[src/rtl/baccarat_pkg.sv]
// Shared types and constants for the baccarat dealing engine.
package baccarat_pkg;

  typedef logic [3:0] card_t;

  localparam card_t CARD_BLANK = 4'd0;
  localparam card_t CARD_ACE   = 4'd1;
  localparam card_t CARD_TEN   = 4'd10;
  localparam card_t CARD_KING  = 4'd13;

  typedef enum logic [2:0] {
    S_P1,
    S_D1,
    S_P2,
    S_D2,
    S_THIRD,
    S_BANK,
    S_DONE
  } deal_state_e;

  // Baccarat point value: A..9 count face value, tens/faces and blank count zero.
  function automatic logic [3:0] card_value(input card_t c);
    return (c >= CARD_ACE && c < CARD_TEN) ? c : 4'd0;
  endfunction

endpackage

[src/rtl/baccarat_dealer_hand_score.sv]
// Combinational hand score: sum of the three card values modulo 10.
module hand_score
  import baccarat_pkg::*;
(
  input  card_t      c1,
  input  card_t      c2,
  input  card_t      c3,
  output logic [3:0] score
);

  logic [4:0] sum;

  // Sum is at most 27, so two conditional subtractions cover the modulo.
  always_comb begin
    sum = {1'b0, card_value(c1)} + {1'b0, card_value(c2)} + {1'b0, card_value(c3)};
    if (sum >= 5'd20) begin
      score = 4'(sum - 5'd20);
    end else if (sum >= 5'd10) begin
      score = 4'(sum - 5'd10);
    end else begin
      score = sum[3:0];
    end
  end

endmodule

[src/rtl/baccarat_dealer.sv]
// One-round baccarat dealer: free-running card source, deal sequencer with
// third-card rules, hand scoring and winner flags.
module baccarat_dealer
  import baccarat_pkg::*;
#(
  parameter int unsigned CARD_MAX = 13
) (
  input  logic       clk,
  input  logic       rst,
  input  logic       step,
  output card_t      pcard1,
  output card_t      pcard2,
  output card_t      pcard3,
  output card_t      dcard1,
  output card_t      dcard2,
  output card_t      dcard3,
  output logic [3:0] pscore,
  output logic [3:0] dscore,
  output logic       player_win,
  output logic       dealer_win,
  output logic       done
);

  localparam card_t CardTop = card_t'(CARD_MAX);

  card_t       cnt;
  deal_state_e state, state_next;
  logic        ld_p1, ld_p2, ld_p3, ld_d1, ld_d2, ld_d3;
  logic        bank_draw;
  logic [3:0]  p3_val;

  hand_score u_player_score (
    .c1    (pcard1),
    .c2    (pcard2),
    .c3    (pcard3),
    .score (pscore)
  );

  hand_score u_banker_score (
    .c1    (dcard1),
    .c2    (dcard2),
    .c3    (dcard3),
    .score (dscore)
  );

  // Card source: runs every clock, wraps from the top code back to the ace.
  always_ff @(posedge clk or posedge rst) begin
    if (rst) begin
      cnt <= CARD_ACE;
    end else if (cnt >= CardTop) begin
      cnt <= CARD_ACE;
    end else begin
      cnt <= cnt + 4'd1;
    end
  end

  // Banker's reply to a player third card, keyed on the banker two-card score.
  always_comb begin
    p3_val = card_value(pcard3);
    case (dscore)
      4'd0, 4'd1, 4'd2: bank_draw = 1'b1;
      4'd3:             bank_draw = (p3_val != 4'd8);
      4'd4:             bank_draw = (p3_val >= 4'd2) && (p3_val <= 4'd7);
      4'd5:             bank_draw = (p3_val >= 4'd4) && (p3_val <= 4'd7);
      4'd6:             bank_draw = (p3_val >= 4'd6) && (p3_val <= 4'd7);
      default:          bank_draw = 1'b0;
    endcase
  end

  // Deal sequencer: one action per sampled step, S_DONE absorbs until reset.
  always_comb begin
    state_next = state;
    ld_p1 = 1'b0;
    ld_p2 = 1'b0;
    ld_p3 = 1'b0;
    ld_d1 = 1'b0;
    ld_d2 = 1'b0;
    ld_d3 = 1'b0;
    if (step) begin
      case (state)
        S_P1: begin
          ld_p1      = 1'b1;
          state_next = S_D1;
        end
        S_D1: begin
          ld_d1      = 1'b1;
          state_next = S_P2;
        end
        S_P2: begin
          ld_p2      = 1'b1;
          state_next = S_D2;
        end
        S_D2: begin
          ld_d2      = 1'b1;
          state_next = S_THIRD;
        end
        S_THIRD: begin
          if (pscore >= 4'd8 || dscore >= 4'd8) begin
            state_next = S_DONE;
          end else if (pscore <= 4'd5) begin
            ld_p3      = 1'b1;
            state_next = S_BANK;
          end else begin
            ld_d3      = (dscore <= 4'd5);
            state_next = S_DONE;
          end
        end
        S_BANK: begin
          ld_d3      = bank_draw;
          state_next = S_DONE;
        end
        default: state_next = state;
      endcase
    end
  end

  // State and card registers; each card loads only on its own action.
  always_ff @(posedge clk or posedge rst) begin
    if (rst) begin
      state  <= S_P1;
      pcard1 <= CARD_BLANK;
      pcard2 <= CARD_BLANK;
      pcard3 <= CARD_BLANK;
      dcard1 <= CARD_BLANK;
      dcard2 <= CARD_BLANK;
      dcard3 <= CARD_BLANK;
    end else begin
      state <= state_next;
      if (ld_p1) pcard1 <= cnt;
      if (ld_p2) pcard2 <= cnt;
      if (ld_p3) pcard3 <= cnt;
      if (ld_d1) dcard1 <= cnt;
      if (ld_d2) dcard2 <= cnt;
      if (ld_d3) dcard3 <= cnt;
    end
  end

  // Result flags are qualified by round completion; a tie leaves both low.
  always_comb begin
    done       = (state == S_DONE);
    player_win = done && (pscore > dscore);
    dealer_win = done && (dscore > pscore);
  end

endmodule
[config.mk]
export PLATFORM = sky130hd
export DESIGN_NAME = baccarat_dealer
export DESIGN_NICKNAME = d
export VERILOG_FILES = /design/src/rtl/baccarat_pkg.sv /design/src/rtl/baccarat_dealer_hand_score.sv /design/src/rtl/baccarat_dealer.sv
export SDC_FILE = /design/constraint.sdc
export NUM_CORES = 1
export LEC_CHECK = 0
export CAP_MARGIN = 20
export CORE_MARGIN = 4
export CORE_UTILIZATION = 25
export CTS_CLUSTER_SIZE = 40
export DETAILED_ROUTE_END_ITERATION = 16
export PLACE_DENSITY = 0.54
export SLEW_MARGIN = 20
export SYNTH_ARGS = -nofsm -noshare
export SYNTH_HDL_FRONTEND = slang
export SYNTH_HIERARCHICAL = 1
export SYNTH_SLANG_ARGS = --single-unit
[constraint.sdc]
create_clock -name clk -period 8.6 [get_ports clk]
set_clock_uncertainty 0.05 [all_clocks]
set_input_delay 0.86 -clock clk [delete_from_list [all_inputs] [get_ports clk]]
set_output_delay 0.86 -clock clk [all_outputs]
set_load 0.005 [all_outputs]
# == Yosys cells after proc, flatten, opt, wreduce, memory -nomap -nowiden ==
# Cells that the tools add are included.
# totals
out_inout_bits,35
elab_cells,105
inputBits,3
ff_bits,31
# op_classes
n_eq_ne,13
muxes,31
n_reduce_logical,17
order_cmp,27
addsub,9
# op_table
op,n
$mux W4,11
$ge A4 B1 Y1 const B,6
$lt A4 B4 Y1 const B,6
$pmux W3 S6,1
$mux W1,15
$eq A4 B3 Y1 const B,3
$ge A4 B4 Y1 const B,3
$le A4 B3 Y1 const B,3
$logic_and A1 B1 Y1,11
$add A4 B4 Y5,2
$add A5 B4 Y5,2
$ge A5 B4 Y1 const B,2
$ge A5 B5 Y1 const B,2
$eq A3 B3 Y1 const B,3
$eq A4 B2 Y1 const B,2
$ge A4 B3 Y1 const B,2
$gt A4 B4 Y1,2
$sub A4 B3 Y4 const B,2
$sub A4 B4 Y4 const B,2
$eq A3 B2 Y1 const B,2
$reduce_bool A6 Y1,1
$pmux W1 S5,1
$add A4 B1 Y4 const B,1
$eq A4 B1 Y1 const B,1
other kinds (10),11

# == Depth between registers and ports, before layout ==
# Gate-level depths: netlist of the first run.
# logic_depth
depth_word,13
mapped_depth,18
ltp_nobuf,18

# == Hierarchy ==
# Netlist of the first run, hierarchy kept.
# modules_own_cells
module,cells_per_inst,instances,seq_area_each_um2,area_each_um2
baccarat_dealer,125,1,777.0,1477.7
hand_score,58,2,0.0,464.2

# == Worst setup path after synthesis of the first run ==
# No wires, ideal clock.
# synth_path
path_type,reg-to-output
from,register pcard3[3]
to,output port dealer_win
path_buffers,0
stages_incl_launch_ff,19
t_arrival_ps,3991
slack_ps,3699
required_ps,7690
path_cell_list,dfrtp_1 -> o21ai_0 -> and2_1 -> fa_1 -> ha_1 -> fa_1 -> xor2_1 -> inv_2 -> ha_1 -> nor3b_1 -> or4_1 -> a22oi_1 -> a211o_1 -> inv_1 -> ha_1 -> nor2b_1 -> o21a_1 -> o21a_1 -> o21a_1
# synth_via
elab_chain_cells,9
word_cells_on_any_way,13
cone_classes,add/sub (3); order compare (5); mux (3); reduce/logical (2)
# synth_lines
element,line,rtl
"start, declared",baccarat_dealer.sv:13,"output card_t pcard3,"
"start signal, assigned",baccarat_dealer.sv:131,if (ld_p3) pcard3 <= cnt;
$ge A4 B1 Y1 / $lt A4 B4 Y1 (equally long branches),baccarat_pkg.sv:23,return (c >= CARD_ACE && c < CARD_TEN) ? c : 4'd0;
$logic_and A1 B1 Y1,baccarat_pkg.sv:23,
$mux W4 (*),baccarat_pkg.sv:23,
$add A5 B4 Y5 (*),baccarat_dealer_hand_score.sv:15,"sum = {1'b0, card_value(c1)} + {1'b0, card_value(c2)} + {1'b0, card_value(c3)};"
$sub A4 B4 Y4 / $ge A5 B4 Y1 (equally long branches),"baccarat_dealer_hand_score.sv:19, baccarat_dealer_hand_score.sv:18",
$mux W4,baccarat_dealer_hand_score.sv:18,end else if (sum >= 5'd10) begin
$mux W4 (*),baccarat_dealer_hand_score.sv:16,if (sum >= 5'd20) begin
net pscore[1],baccarat_dealer.sv:17,"output logic [3:0] pscore,"
$gt A4 B4 Y1 (*),baccarat_dealer.sv:142,dealer_win = done && (dscore > pscore);
$logic_and A1 B1 Y1 (*),baccarat_dealer.sv:142,
"end, declared",baccarat_dealer.sv:20,"output logic dealer_win,"
# The timed path passes the listed nets; every way through them passes the cells marked *.

# == Worst setup path in the final report of the first run ==
# layout_path
from,register pcard3[3]
to,output port player_win
# layout_via
elab_chain_cells,9
word_cells_on_any_way,13
cone_classes,add/sub (3); order compare (5); mux (3); reduce/logical (2)
# layout_lines
element,line,rtl
$ge A4 B1 Y1 / $lt A4 B4 Y1 (equally long branches),baccarat_pkg.sv:23,
$logic_and A1 B1 Y1,baccarat_pkg.sv:23,
$mux W4 (*),baccarat_pkg.sv:23,
$add A5 B4 Y5 (*),baccarat_dealer_hand_score.sv:15,
$sub A4 B4 Y4 / $ge A5 B4 Y1 (equally long branches),"baccarat_dealer_hand_score.sv:19, baccarat_dealer_hand_score.sv:18",
$mux W4,baccarat_dealer_hand_score.sv:18,
$mux W4 (*),baccarat_dealer_hand_score.sv:16,
$gt A4 B4 Y1 (*),baccarat_dealer.sv:141,player_win = done && (pscore > dscore);
$logic_and A1 B1 Y1 (*),baccarat_dealer.sv:141,
"end, declared",baccarat_dealer.sv:19,"output logic player_win,"
# Mark *: on every way between the ends. The rest lies on a longest branch, timed or not.

==> impl_metrics.tcl, run 1 <==
set metrics [dict create \
    finalSetupTns_ps 0 \
    initial_core_util 0.259 \
    synth_edf_count 0 \
    rr_endpoint "dcard3[1]" \
    cts_root_buffer "clkbuf_8" \
    synth_cells 241 \
    finalCriticalPeriod_ps 6030 \
    clkTransAtPathRegs_ps 70 \
    cts_buffer_depth 2 \
    grt_pass1_wl_mm 9.23 \
    track_usage 0.101 \
    grt_antenna_before_repair 0 \
    startpoint_type "flop" \
    final.period_utilization 0.701 \
    async_reset_ff_frac 1.00 \
    cts_buffers 5 \
    ys_ff_latch 31 \
    yosysWarnings 6 \
    finalSetupViolations 0 \
    worstHoldStart "cnt[0]" \
    antenna_left 0 \
    fmax_mhz 166 \
    r2r_start "dcard2[2]" \
    slowest_stage "clkdlybuf4s50_1" \
    drt_iter0_markers 68 \
    post_synth.cell_area_avg_um2 9.98 \
    status "finished, final reports clean" \
    hold-path-endpoint "cnt[0]" \
    hold_class "flop to flop" \
    postCtsSetupBuffers 0 \
    tightest_slew_ps 663 \
    core-area_mm2 0.00928 \
    die_h_um 106 \
    grt_max_degree 32 \
    nNetsFinal 314 \
    yosys_most_used_dff "dfrtp_1" \
    cap_violations 0 \
    synth-seq-area-share 0.323 \
    postCtsHoldBufs 0 \
    totalWireLength_mm 5.56 \
    dieArea_mm2 0.0113 \
    worstPathCellList "o21ai_0 > and2_1 > fa_1 > ha_1 > fa_1 > xor2_1 > inv_2 > ha_1 > nor3b_1 > or4_1 > a22oi_1 > a211o_1 > inv_1 > ha_1 > nor2b_1 > o21a_1 > o21a_1 > nor3_1 > clkdlybuf4s50_1" \
    clk_latency_ps 280 \
    post_cts_resized 0 \
    slew_viol_final 0 \
    overflow 0 \
    ys_types 47 \
    dieWidth_um 106 \
    h-tree-depth 2 \
    cp_common_cell "ha_1" \
    antenna_cells 0 \
    syn_nets 273 \
    drc 0 \
    nFillCells 1002 \
    whs_path_depth 1 \
    rsz0062_at_grt "false" \
    rows 35 \
    vias 1877 \
    place_hpwl_mm 4.43 \
    io_pins 38 \
    end_kind "primary output" \
    r2r_slack_ps 3900 \
    crit_path_max_incr_delay_ps 520 \
    finalHoldViolCount 0 \
    syn_area_mm2 0.00241 \
    regArea_um2 777 \
    vias_per_cell 4.56 \
    drive_gt1_frac 0.159 \
    grt_pass1_vias 1803 \
    cp_max_fo 9 \
    multiInputGateArea_mm2 0.00153 \
    syn2layout_area_growth_pct 26.0 \
    crit_type "flop to primary output" \
    cts_tree "yes" \
    max_slew_margin 0.557 \
    dr.pass1.iters 5 \
    required_ps 7690 \
    globalplace.congestion 0.735 \
    cts.sinks 31 \
    crit_arrival_ps 5120 \
    portBuffers 37 \
    routedWlPerCell_um 13.5 \
    reg2regPathDepth 16 \
]
-- logic make-up after synthesis --
group | after synthesis | synth area share
adders and majority gates | 29 | 0.182
buffers and inverters | 26 | 0.0416
and+or+nand+nor | 82 | 0.212
muxes | 23 | 0.106
DFF | 31 | 0.323
AOI/OAI and AO/OA | 48 | 0.129
xor gates and xnor gates | 2 | 0.00728
-- cell usage after synthesis (3+ instances only) --
library cell / instances / share of area
a21oi_1: 6 / 0.012
a22oi_1: 3 / 0.0094
fa_1: 10 / 0.083
and2_1: 7 / 0.018
o21ai_0: 18 / 0.037
nor2_1: 10 / 0.016
ha_1: 19 / 0.099
o21ai_1: 4 / 0.0083
a211o_1: 3 / 0.011
nand3_1: 3 / 0.0062
mux2i_1: 4 / 0.017
dfrtp_1: 30 / 0.31
o21a_1: 4 / 0.012
inv_1: 20 / 0.031
or3_1: 3 / 0.0078
nand2_1: 16 / 0.025
nor3b_1: 3 / 0.0094
nand2b_1: 10 / 0.026
mux2_2: 19 / 0.089
nor2b_1: 9 / 0.023
-- state kept, by name (all words and copies together), names as in the netlist --
register,cells
dcard1,4
pcard3,4
pcard1,4
pcard2,4
cnt,4
dcard2,4
state,3
dcard3,4
-- area by class of cell --
| cell class | instances | area share |
|---|---|---|
| Clock buffer | 7 | 0.0318 |
| Inverter | 22 | 0.0272 |
| Tap cell | 129 | 0.0532 |
| Sequential cell | 31 | 0.256 |
| Timing Repair Buffer | 38 | 0.125 |
| Multi-Input combinational cell | 184 | 0.504 |
| Clock inverter | 1 | 0.00248 |
-- worst max-delay path by stage --
stage,cells after the start,start,slack [ps],to
after CTS,19,pcard3[3],2520,player_win
after global placement,19,pcard3[3],2900,player_win
final,19,pcard3[3],2570,player_win
after global routing,19,pcard3[3],2160,player_win
after detailed placement,19,pcard3[3],2860,player_win
after floorplan,18,pcard3[3],3700,dealer_win
-- metal layers --
layer,part of all wire,global-route usage,up-vias
li1,-,-,930
met1,0.48,0.138,903
met2,0.47,0.161,38
met3,0.042,0.0237,6
met4,0.0081,0.0222,0
met5,0,0,-
-- critical path: cells and delay by family (launching register included) --
kind / cells / cell delay, ps
AND/OR/NAND/NOR: 5 / 990
buffers and inverters: 3 / 670
adder cells (fa/ha/maj): 5 / 1480
AO/OA/AOI/OAI: 5 / 830
XOR/XNOR: 1 / 370
flip-flops: 1 / 500
-- per-stage QoR --
stage	instance area [um^2]	setup WS [ps]	utilization	cells	hold WS, ps
after global placement	2930	2900	0.315	404	472
after global routing	3030	2160	0.327	412	502
after floorplan	2410	3700	-	241	415
after CTS	3030	2520	0.327	412	488
after detailed placement	2930	2860	0.315	404	469
final	3030	2570	0.327	412	479
-- cells in the final DEF (no fill, tap or decap), types with 3 or more instances in the layout --
cell,n
o21a_1,4
a211o_1,3
o21ai_0,18
dfrtp_1,30
o21ai_1,4
nor2b_1,9
nor3b_1,3
nand2b_1,10
a21oi_1,6
ha_1,19
inv_1,20
and2_1,7
a22oi_1,3
or3_1,3
nand3_1,3
nand2_1,16
fa_1,10
clkbuf_8,7
clkdlybuf4s50_1,37
mux2_2,19
nor2_1,10
mux2i_1,4
Power of run 1 is left out: the tool's default activity adds up to more than one toggle a clock period on the data nets, which glitch-free logic cannot reach.
==> run 2, diff against run 1 <==
PLACE_DENSITY = 0.56   (was 0.54)
clock period = 5.3 ns   (was 8.6 ns; I/O delays follow)
==> impl_metrics.tcl, run 2 (same netlist as run 1, synthesis figures left out) <==
set metrics [dict create \
    dp.cells 410 \
    overflow 0 \
    syn2layout_area_growth_pct 35.7 \
    drc 0 \
    tightest_slew_ps 662 \
    dieWidth_um 106 \
    finalCriticalPeriod_ps 4970 \
    core-area_mm2 0.00928 \
    vias_per_cell 4.46 \
    clk_latency_ps 280 \
    startpoint_type "flop" \
    place_hpwl_mm 4.38 \
    rows 35 \
    antenna_left 0 \
    hold_class "flop to flop" \
    globalplace.congestion 0.783 \
    grt_pass1_vias 1860 \
    finalSetupTns_ps 0 \
    finalSetupViolations 0 \
    postCtsHoldBufs 0 \
    io_pins 38 \
    fin_ws_ps 330 \
    grt_max_degree 32 \
    die_h_um 106 \
    portBuffers 37 \
    cts_tree "yes" \
    grt_pass1_wl_mm 9.30 \
    track_usage 0.102 \
    max_slew_margin 0.558 \
    cts_buffers 5 \
    cts.sinks 31 \
    dp_slack_ps 104 \
    cp_max_fo 5 \
    status "finished, final reports clean" \
    cts_buffer_depth 2 \
    dr.pass1.iters 4 \
    routedWlPerCell_um 13.1 \
    grt_antenna_before_repair 0 \
    regArea_um2 781 \
    final.period_utilization 0.938 \
    h-tree-depth 2 \
    initial_core_util 0.259 \
    antenna_cells 0 \
    r2r_slack_ps 780 \
    hold_slack_ps 468 \
    slew_viol_final 0 \
    instances_no_fill 436 \
    totalWireLength_mm 5.70 \
    nNetsFinal 338 \
    nFillCells 959 \
    drt_iter0_markers 117 \
    dieArea_mm2 0.0113 \
    clkTransAtPathRegs_ps 60 \
    rsz0062_at_grt "false" \
    layout_commonest_cell "clkdlybuf4s50_1" \
    fmax_mhz 201 \
    vias 1946 \
    crit_arrival_ps 4390 \
    final_cell_mix "35 x clkdlybuf4s50_1, 27 x dfrtp_1, 25 x buf_4" \
    cts_root_buffer "clkbuf_8" \
    end_kind "primary output" \
    cap_violations 0 \
    required_ps 4720 \
    crit_type "flop to primary output" \
    multiInputGateArea_mm2 0.00158 \
    drive_gt1_frac 0.270 \
    finalHoldViolCount 0 \
]
==> run 2: cell count changes in the layout (fill, tap and decap cells not counted), sizes merged <==
| cell | delta |
|---|---|
| buf | +24 |
| clkdlybuf4s50 | -2 |
| dlygate4sd2 | +1 |
| clkbuf | +1 |
| clkinvlp | -1 |
| dlymetal6s2s | +1 |
==> run 2: worst paths after layout <==
path                       startpoint          to  cells after the start
setup / recovery            pcard1[1]  player_win                     18
hold / removal                 cnt[0]      cnt[0]                      1
setup reg to reg            dcard2[2]   dcard3[3]                     18
hold reg to reg                cnt[0]      cnt[0]                      1
max in group asynchronous         rst      cnt[0]                      3
min in group asynchronous         rst   dcard1[3]                      3
==> run 2: layout make-up <==
| class | count | share of cell area |
|---|---|---|
| repair buffers | 62 | 0.171 |
| inverters | 22 | 0.0253 |
| multi-input cells | 184 | 0.484 |
| clock buffers | 8 | 0.0307 |
| flip-flops and latches | 31 | 0.239 |
| well taps | 129 | 0.0494 |
==> run 2: repair_timing <==
| action | 4_1_cts | 5_1_grt |
|---|---|---|
| pin swaps | 0 | 7 |
| gates resized for setup | 3 | 16 |
| setup endpoints to repair | 2 | 2 |
| buffers inserted | 9 | 9 |
==> run 2: stage by stage <==
stage / area, um^2 / utilization
after detailed placement: 2970 / 0.320
after global routing: 3270 / 0.352
after global placement: 2970 / 0.320
after floorplan: 2410 / -
final: 3270 / 0.352
after CTS: 3150 / 0.339
==> run 2: layer usage <==
metal  part of all wire  wire length, um  track usage  up-vias
met4              0.011               62       0.0296        0
met2               0.49             2810        0.169       21
met5                  0                0            0        -
met1               0.46             2640        0.133      940
met3              0.034              191       0.0237        7
li1                   -                -            -      978
==> run 2: critical path: stages (launching register included) <==
cell and delay, ps:
dfrtp_1 420, nor2b_2 180, fa_1 460, ha_2 200, fa_2 400, xor2_2 200
inv_2 60, ha_1 170, nor3b_1 150, or4_1 410, a22oi_2 150, a211o_1 140
inv_1 50, ha_1 290, nor2b_1 130, o21a_1 160, o21a_1 180, nor3_1 110
dlygate4sd2_1 250
Power of run 2 is left out for the same reason.
